`config.mk`:
```
export PLATFORM = sky130hd
export DESIGN_NAME = result_collector_flat
export DESIGN_NICKNAME = d
export VERILOG_FILES = /design/src/rtl/result_collector_pkg.sv /design/src/rtl/result_collector_if.sv /design/src/rtl/result_collector_rr_arbiter.sv /design/src/rtl/result_collector.sv /design/src/flat_wrapper.sv
export SDC_FILE = /design/constraint.sdc
export NUM_CORES = 1
export LEC_CHECK = 0
export BUFFER_PORTS_ARGS = -buffer_cell sky130_fd_sc_hd__buf_2
export CAP_MARGIN = 20
export CORE_MARGIN = 3
export CORE_UTILIZATION = 50
export CTS_CLUSTER_DIAMETER = 50
export CTS_CLUSTER_SIZE = 10
export DETAILED_ROUTE_END_ITERATION = 8
export GPL_ROUTABILITY_DRIVEN = 0
export PLACE_DENSITY = 0.79
export SLEW_MARGIN = 20
export SYNTH_ARGS = -nofsm -noshare
export SYNTH_HDL_FRONTEND = slang
export SYNTH_SLANG_ARGS = --single-unit
```
`constraint.sdc`:
```
create_clock -name Engine_CLK -period 5.7 [get_ports Engine_CLK]
set_clock_uncertainty 0.05 [all_clocks]
set_input_delay 0.285 -clock Engine_CLK [delete_from_list [all_inputs] [get_ports Engine_CLK]]
set_output_delay 0.285 -clock Engine_CLK [all_outputs]
set_load 0.05 [all_outputs]
```
`src/rtl/result_collector_pkg.sv`:
```
// Shared constants, result-word layout and FSM encodings for the engine result collector.
// Contents:
//   *_DEF      default array size, frame geometry and frame-buffer address width
//   X_W/Y_W/ITR_W  field widths of the engine result word
//   out_word_t result bus payload {x[9:0], y[8:0], itr[7:0]}
//                (x occupies bits 26:17, y bits 16:8, itr bits 7:0)
//   ST_*       collector FSM state encodings
package result_collector_pkg;

  localparam int unsigned NUM_ENGINES_DEF = 16;
  localparam int unsigned H_RES_DEF       = 640;
  localparam int unsigned V_RES_DEF       = 480;
  localparam int unsigned FB_AW_DEF       = 19;

  localparam int unsigned X_W   = 10;
  localparam int unsigned Y_W   = 9;
  localparam int unsigned ITR_W = 8;

  typedef struct packed {
    logic [X_W-1:0]   x;
    logic [Y_W-1:0]   y;
    logic [ITR_W-1:0] itr;
  } out_word_t;

  localparam logic [2:0] ST_IDLE    = 3'd0;
  localparam logic [2:0] ST_SETTLE  = 3'd1;
  localparam logic [2:0] ST_CAPTURE = 3'd2;
  localparam logic [2:0] ST_WRITE   = 3'd3;
  localparam logic [2:0] ST_RELEASE = 3'd4;

endpackage

```
`src/rtl/result_collector_if.sv`:
```
// Engine result bus plus frame-buffer port A write channel.
// Signals:
//   service_req  engines -> collector, per-engine result-ready level
//   req_ack      collector -> engines, one-hot grant
//   out_word     granted engine -> collector, shared result word
//   fb_addr/fb_data/fb_we  collector -> RAM write request
//   fb_ready     RAM -> collector, accepts write when fb_we && fb_ready
// Modports: master = collector side, slave = engine array / RAM side.
interface result_collector_if
  import result_collector_pkg::*;
#(
  parameter int unsigned NUM_ENGINES = NUM_ENGINES_DEF,
  parameter int unsigned FB_AW       = FB_AW_DEF
) ();

  logic [NUM_ENGINES-1:0] service_req;
  logic [NUM_ENGINES-1:0] req_ack;
  out_word_t              out_word;
  logic [FB_AW-1:0]       fb_addr;
  logic [ITR_W-1:0]       fb_data;
  logic                   fb_we;
  logic                   fb_ready;

  modport master (
    input  service_req, out_word, fb_ready,
    output req_ack, fb_addr, fb_data, fb_we
  );

  modport slave (
    output service_req, out_word, fb_ready,
    input  req_ack, fb_addr, fb_data, fb_we
  );

endinterface

```
`src/rtl/result_collector_rr_arbiter.sv`:
```
// Combinational round-robin pick: first requester at or above ptr, wrapping.
// Ports:
//   req      per-engine request level
//   ptr      search start index
//   grant_c  one-hot grant (zero when no request)
//   idx_c    index of the granted engine
//   valid_c  any request present
module rr_arbiter #(
  parameter int unsigned  NUM_ENGINES = 16,
  localparam int unsigned PW          = $clog2(NUM_ENGINES)
) (
  input  logic [NUM_ENGINES-1:0] req,
  input  logic [PW-1:0]          ptr,
  output logic [NUM_ENGINES-1:0] grant_c,
  output logic [PW-1:0]          idx_c,
  output logic                   valid_c
);

  // One spare bit so ptr+i can exceed NUM_ENGINES before the wrap subtract.
  logic [PW:0] cand;

  always_comb begin
    grant_c = '0;
    idx_c   = '0;
    valid_c = 1'b0;
    cand    = '0;
    for (int unsigned i = 0; i < NUM_ENGINES; i++) begin
      cand = (PW+1)'(ptr) + (PW+1)'(i);
      if (32'(cand) >= NUM_ENGINES) begin
        cand = cand - (PW+1)'(NUM_ENGINES);
      end
      if (!valid_c && req[cand[PW-1:0]]) begin
        valid_c                = 1'b1;
        idx_c                  = cand[PW-1:0];
        grant_c[cand[PW-1:0]]  = 1'b1;
      end
    end
  end

endmodule

```
`src/rtl/result_collector.sv`:
```
// Round-robin collector for the shared engine result bus: grants one engine,
// captures its {x,y,itr} word, writes itr to the frame buffer at y*H_RES+x,
// and keeps per-frame pixel statistics.
// Ports:
//   Engine_CLK   clock, rising edge
//   eRST_n       async active-low reset
//   bus          result_collector_if.master (engine bus + frame-buffer port A)
//   frame_clear  sync pulse: zero pixel_count, clear frame_done / coord_err
//   pixel_count  writes accepted this frame (saturating)
//   frame_done   sticky, set when pixel_count reaches H_RES*V_RES
//   coord_err    sticky, set on a captured out-of-range coordinate
module result_collector
  import result_collector_pkg::*;
#(
  parameter int unsigned NUM_ENGINES = NUM_ENGINES_DEF,
  parameter int unsigned H_RES       = H_RES_DEF,
  parameter int unsigned V_RES       = V_RES_DEF,
  parameter int unsigned FB_AW       = FB_AW_DEF
) (
  input  logic                    Engine_CLK,
  input  logic                    eRST_n,
  result_collector_if.master      bus,
  input  logic                    frame_clear,
  output logic [FB_AW-1:0]        pixel_count,
  output logic                    frame_done,
  output logic                    coord_err
);

  localparam int unsigned     PW        = $clog2(NUM_ENGINES);
  localparam logic [FB_AW-1:0] FRAME_PIX = FB_AW'(H_RES * V_RES);
  localparam logic [FB_AW-1:0] CNT_MAX   = '1;

  logic [2:0]             state_q, state_d;
  logic [NUM_ENGINES-1:0] req_ack_q, req_ack_d;
  logic [PW-1:0]          g_q, g_d;
  logic [PW-1:0]          rr_ptr_q, rr_ptr_d;
  logic                   fb_we_q, fb_we_d;
  logic [FB_AW-1:0]       fb_addr_q, fb_addr_d;
  logic [ITR_W-1:0]       fb_data_q, fb_data_d;
  logic [FB_AW-1:0]       cnt_d;
  logic                   done_d, err_d;
  logic                   wr_accept;

  logic [NUM_ENGINES-1:0] arb_grant_c;
  logic [PW-1:0]          arb_idx_c;
  logic                   arb_valid_c;
  logic [FB_AW-1:0]       addr_c;
  logic                   coord_ok_c;

  rr_arbiter #(
    .NUM_ENGINES (NUM_ENGINES)
  ) u_arb (
    .req     (bus.service_req),
    .ptr     (rr_ptr_q),
    .grant_c (arb_grant_c),
    .idx_c   (arb_idx_c),
    .valid_c (arb_valid_c)
  );

  // Linear frame-buffer address and range check of the word on the bus.
  always_comb begin
    addr_c     = FB_AW'(bus.out_word.y) * FB_AW'(H_RES) + FB_AW'(bus.out_word.x);
    coord_ok_c = (32'(bus.out_word.x) < H_RES) && (32'(bus.out_word.y) < V_RES);
  end

  // Next-state and next-output logic.
  always_comb begin
    state_d   = state_q;
    req_ack_d = req_ack_q;
    g_d       = g_q;
    rr_ptr_d  = rr_ptr_q;
    fb_we_d   = fb_we_q;
    fb_addr_d = fb_addr_q;
    fb_data_d = fb_data_q;
    cnt_d     = pixel_count;
    done_d    = frame_done;
    err_d     = coord_err;
    wr_accept = 1'b0;

    case (state_q)
      ST_IDLE: begin
        if (arb_valid_c) begin
          req_ack_d = arb_grant_c;
          g_d       = arb_idx_c;
          state_d   = ST_SETTLE;
        end
      end
      ST_SETTLE: begin
        state_d = ST_CAPTURE;
      end
      ST_CAPTURE: begin
        req_ack_d = '0;
        if (coord_ok_c) begin
          fb_we_d   = 1'b1;
          fb_addr_d = addr_c;
          fb_data_d = bus.out_word.itr;
          state_d   = ST_WRITE;
        end else begin
          err_d   = 1'b1;
          state_d = ST_RELEASE;
        end
      end
      ST_WRITE: begin
        if (fb_we_q && bus.fb_ready) begin
          fb_we_d   = 1'b0;
          wr_accept = 1'b1;
          state_d   = ST_RELEASE;
        end
      end
      ST_RELEASE: begin
        // Hold off re-arbitration until the served engine has dropped its
        // level request, so a stale request cannot win again.
        if (!bus.service_req[g_q]) begin
          rr_ptr_d = (32'(g_q) == NUM_ENGINES - 1) ? '0 : g_q + PW'(1);
          state_d  = ST_IDLE;
        end
      end
      default: begin
        state_d   = ST_IDLE;
        req_ack_d = '0;
        fb_we_d   = 1'b0;
      end
    endcase

    if (wr_accept) begin
      if (pixel_count != CNT_MAX) begin
        cnt_d = pixel_count + FB_AW'(1);
      end
      if (cnt_d == FRAME_PIX) begin
        done_d = 1'b1;
      end
    end

    // Clear has priority over a same-cycle increment or error.
    if (frame_clear) begin
      cnt_d  = '0;
      done_d = 1'b0;
      err_d  = 1'b0;
    end
  end

  // State and output registers.
  always_ff @(posedge Engine_CLK or negedge eRST_n) begin
    if (!eRST_n) begin
      state_q     <= ST_IDLE;
      req_ack_q   <= '0;
      g_q         <= '0;
      rr_ptr_q    <= '0;
      fb_we_q     <= 1'b0;
      fb_addr_q   <= '0;
      fb_data_q   <= '0;
      pixel_count <= '0;
      frame_done  <= 1'b0;
      coord_err   <= 1'b0;
    end else begin
      state_q     <= state_d;
      req_ack_q   <= req_ack_d;
      g_q         <= g_d;
      rr_ptr_q    <= rr_ptr_d;
      fb_we_q     <= fb_we_d;
      fb_addr_q   <= fb_addr_d;
      fb_data_q   <= fb_data_d;
      pixel_count <= cnt_d;
      frame_done  <= done_d;
      coord_err   <= err_d;
    end
  end

  assign bus.req_ack = req_ack_q;
  assign bus.fb_we   = fb_we_q;
  assign bus.fb_addr = fb_addr_q;
  assign bus.fb_data = fb_data_q;

endmodule
```
`src/flat_wrapper.sv`:
```
// flat-port wrapper written by rule: the top's interface ports become plain ports
module result_collector_flat import result_collector_pkg::*;
#(
  parameter int unsigned NUM_ENGINES = NUM_ENGINES_DEF,
  parameter int unsigned H_RES       = H_RES_DEF,
  parameter int unsigned V_RES       = V_RES_DEF,
  parameter int unsigned FB_AW       = FB_AW_DEF
)
  (Engine_CLK, eRST_n, frame_clear, pixel_count, frame_done, coord_err, bus_service_req, bus_out_word, bus_fb_ready, bus_req_ack, bus_fb_addr, bus_fb_data, bus_fb_we);
  result_collector_if #(.NUM_ENGINES(NUM_ENGINES), .FB_AW(FB_AW)) bus_i ();
  input  logic Engine_CLK;
  input  logic eRST_n;
  input  logic frame_clear;
  output logic [FB_AW-1:0] pixel_count;
  output logic frame_done;
  output logic coord_err;
  input wire logic [$bits(bus_i.service_req)-1:0] bus_service_req;
  input wire logic [$bits(bus_i.out_word)-1:0] bus_out_word;
  input wire logic [$bits(bus_i.fb_ready)-1:0] bus_fb_ready;
  output wire logic [$bits(bus_i.req_ack)-1:0] bus_req_ack;
  output wire logic [$bits(bus_i.fb_addr)-1:0] bus_fb_addr;
  output wire logic [$bits(bus_i.fb_data)-1:0] bus_fb_data;
  output wire logic [$bits(bus_i.fb_we)-1:0] bus_fb_we;
  assign bus_i.service_req = bus_service_req;
  assign bus_i.out_word = bus_out_word;
  assign bus_i.fb_ready = bus_fb_ready;
  assign bus_req_ack = bus_i.req_ack;
  assign bus_fb_addr = bus_i.fb_addr;
  assign bus_fb_data = bus_i.fb_data;
  assign bus_fb_we = bus_i.fb_we;
  result_collector #(.NUM_ENGINES(NUM_ENGINES), .H_RES(H_RES), .V_RES(V_RES), .FB_AW(FB_AW)) u_core (.Engine_CLK(Engine_CLK), .eRST_n(eRST_n), .bus(bus_i), .frame_clear(frame_clear), .pixel_count(pixel_count), .frame_done(frame_done), .coord_err(coord_err));
endmodule
```
==> run summary <==
Num CTS Buffers - 9
Post-Syn Area per Cell - 8.448 um^2
largest net degree at the start of global routing - 70
final period utilization - 90.31%
Max Fanout on Critical Path - 24
footprint of the multi-input gates - 0.006314 mm^2
Die W - 137.9 um
Worst EP required - 5.86 ns
first-pass GRT wire length - 46.29 mm
WHS - 0.1280 ns
Hold/Removal Path Class - input pin to flop
initial antenna violation count - 0
Worst Setup End Kind - flop
Seq/Total Area, Yosys - 21.88%
Clk pin slew, worst setup/hold paths - 0.06 ns
drt drc - 22
worst skew pair latency - 0.34 ns
crit path kind - flop to flop
Worst R2R End - u_core.bus.req_ack[2]
worst hold path endpoint - u_core.bus.fb_data[1]
vias - 9,358
number of max-cap violations - 0
H-tree Lvls - 3
status - complete, but fails checks
number of global-route vias before repair - 8,632
Pre-antenna DRT Iters - 9
hpwl dp - 21.25 mm
Primary FF master, synth - dfrtp_1
ratio of cells with drive above 1 in the final layout - 22.94%
CTS tree - done
Ys Warns - 0
Routed Antenna Nets - 0
crit-path max cell delay - 0.73 ns
Initial Util - 51.69%
Inserted Diodes - 0
CTS root buffer - clkbuf_16
Syn Nets - 1,111
finished layout cell area - 0.009617 mm^2
FF/Latch Area - 0.001902 mm^2
Area Overhead vs Synth - 10.62%
placed cell area - 0.009306 mm^2
WP data arrival - 5.31 ns
WL/cell - 22.31 um
FP Rows - 47
hold_sp - bus_out_word[1]
Post-Syn Area - 0.008693 mm^2
pin slew with the least headroom to its limit - 0.9994 ns
RSZ-0062 raised after global routing - no
fill count - 1,540
r2r setup slk - 0.55 ns
Via density - 7.073
Setup Buffers After CTS - 0
Buf/Inv on CP - 1
Slew HR - 32.05%
worst reg2reg path depth - 12
CTS Sinks - 76
CP delay by family, top - simple AND/OR/NAND/NOR gates
Highest Clock Rate - 194.3 MHz
min Tclk post-route - 5.148 ns
setup TNS - 0 ns
Slew Viols, Final - 0
Overflow after GRT - 0
CTS max path bufs - 2
final wirelength - 29.52 mm
Yosys reg bits - 76
failing checks - DRC
Yosys cell types - 100
CP Cell Sequence - inv_1 > ha_1 > mux4_2 > nor4b_2 > or4_1 > nor3_4 > and4_4 > nand3_4 > nand2_2 > nor2_1 > a22o_1 > a211o_1
hold-critical path depth - 2
Post-synth EDFFs - 0
Iteration-0 DRC Markers - 1,782
Nets - 1,180
port bufs - 111
final setup violation count - 0
count of final hold-check violations - 0
die area - 0.01901 mm^2
r2r startpoint - u_core.rr_ptr_q[0]
CP Launch Type - flop
slowest CP cell - ha_1
Async S/R FF share, synth - 100.0%
num ports - 112
Die H - 137.9 um
Synth Instances - 1,029
core area - 0.01682 mm^2
Total GRT Usage - 30.73%
[repair_timing]
item / CTS / global route
hold buffers: 1 / 0
gates resized for setup: 0 / 0
endpoints found under the hold margin: 7 / 0
endpoints found under the setup margin: 0 / 0
[kinds of logic (layout without fill, tap and decap cells)]
logic type                 Yosys count  in the layout  synth area share, %
AOI/OAI and AO/OA                  269            269                21.62
xor gates and xnor gates            46             46                5.282
DFF                                 76             76                21.88
buffers and inverters              105            179                5.599
and+or+nand+nor                    413            413                24.74
adders and majority gates           35             35                5.210
muxes                               85             85                15.67
[sequential cells by signal (all words and copies together), names as in the netlist, 3 cells and up]
register            cells
u_core.rr_ptr_q         4
u_core.state_q          3
u_core.g_q              4
u_core.bus.fb_data      8
u_core.bus.req_ack     16
u_core.bus.fb_addr     19
u_core.pixel_count     19
[layout by cell type, fill, tap and decap left out, types with 6 or more instances in the layout]
cell | Yosys | layout
and2_1 | 12 | 12
a221oi_1 | 7 | 7
o21bai_1 | 6 | 6
a21o_1 | 9 | 9
nand4_1 | 17 | 17
mux2i_1 | 15 | 15
ha_1 | 33 | 33
o21ai_1 | 12 | 12
o21ai_0 | 43 | 43
inv_1 | 28 | 28
o211ai_1 | 10 | 10
a31oi_1 | 22 | 22
mux2_2 | 30 | 30
xor2_1 | 22 | 22
nor4_1 | 15 | 15
nor2_1 | 77 | 77
a22oi_1 | 7 | 7
dfrtp_1 | 76 | 76
and3_1 | 16 | 16
nand3_1 | 64 | 64
clkbuf_16 | 0 | 9
a311oi_1 | 8 | 8
nand2_1 | 121 | 121
a221o_1 | 6 | 6
or3_1 | 11 | 11
mux4_2 | 37 | 37
buf_2 | 16 | 110
xnor2_1 | 18 | 18
nor2b_1 | 6 | 6
a32oi_1 | 7 | 7
a21oi_1 | 56 | 56
nor3_1 | 32 | 32
buf_4 | 4 | 21
[metal layers]
| metal | global-route usage (%) | part of all wire [%] | vias to the layer above |
|---|---|---|---|
| met5 | 0 | 0 | - |
| met4 | 13.23 | 5.8 | 0 |
| met3 | 10.60 | 14 | 197 |
| met2 | 43.74 | 41 | 795 |
| met1 | 42.41 | 39 | 4306 |
| li1 | - | - | 4060 |
[how the worst max path moves through the flow]
| stage | start | slack (ns) | cells past startpoint | endpoint |
|---|---|---|---|---|
| 4_1_cts | u_core.rr_ptr_q[0] | 0.64 | 12 | u_core.bus.req_ack[2] |
| 3_5_place_dp | u_core.rr_ptr_q[0] | 0.68 | 12 | u_core.bus.req_ack[2] |
| 2_1_floorplan | u_core.rr_ptr_q[1] | 1.42 | 17 | u_core.bus.req_ack[3] |
| 6_report | u_core.rr_ptr_q[0] | 0.55 | 12 | u_core.bus.req_ack[2] |
| 5_1_grt | u_core.rr_ptr_q[0] | 0.31 | 12 | u_core.bus.req_ack[2] |
| 3_3_place_gp | u_core.rr_ptr_q[0] | 0.86 | 12 | u_core.bus.req_ack[12] |
[per-stage QoR]
| step | worst slack, ns | utilization (%) | cells |
|---|---|---|---|
| final | 0.5523 | 57.18 | 1323 |
| after global routing | 0.3084 | 57.18 | 1323 |
| after detailed placement | 0.6843 | 55.33 | 1306 |
| after floorplan | 1.415 | - | 1029 |
| after CTS | 0.6403 | 57.13 | 1323 |
| after global placement | 0.8627 | 55.33 | 1306 |
[cells in the mapped netlist (5+ instances only)]
library cell,number,area [um^2]
o211ai_1,10,75.07
o21ai_1,12,60.06
a21o_1,9,67.56
nor3_1,32,160.2
xor2_1,22,192.7
a211o_1,5,43.79
mux2_2,30,337.8
inv_1,28,105.1
clkbuf_1,45,168.9
and2_1,12,75.07
xnor2_1,18,157.7
nor2b_1,6,37.54
a32oi_1,7,61.31
o31ai_1,5,37.54
a2111oi_0,5,43.79
a221o_1,6,60.06
o2111ai_1,5,43.79
nand2_1,121,454.2
nand3_1,64,320.3
or3_1,11,68.82
a211oi_1,5,37.54
a31oi_1,22,137.6
mux4_2,37,833.3
nand4_1,17,106.4
a221oi_1,7,61.31
a21oi_1,56,280.3
dfrtp_1,76,1902
nor4_1,15,93.84
a22oi_1,7,52.55
and3_1,16,100.1
o221ai_1,5,43.79
mux2i_1,15,150.1
ha_1,33,412.9
nor2_1,77,289.0
o21ai_0,43,215.2
buf_2,16,80.08
buf_6,6,67.56
o21bai_1,6,45.04
a311oi_1,8,70.07
[cell type report]
cell class,count,share of cell area [%]
inverter,31,1.210
multi-input combinational,848,65.65
clock inverter,7,0.6896
tap,220,2.862
clock buffer,9,2.342
timing repair buffer,132,7.468
sequential,76,19.78
Power is left out: the tool's default activity adds up to more than one toggle a clock period on the data nets, which glitch-free logic cannot reach.
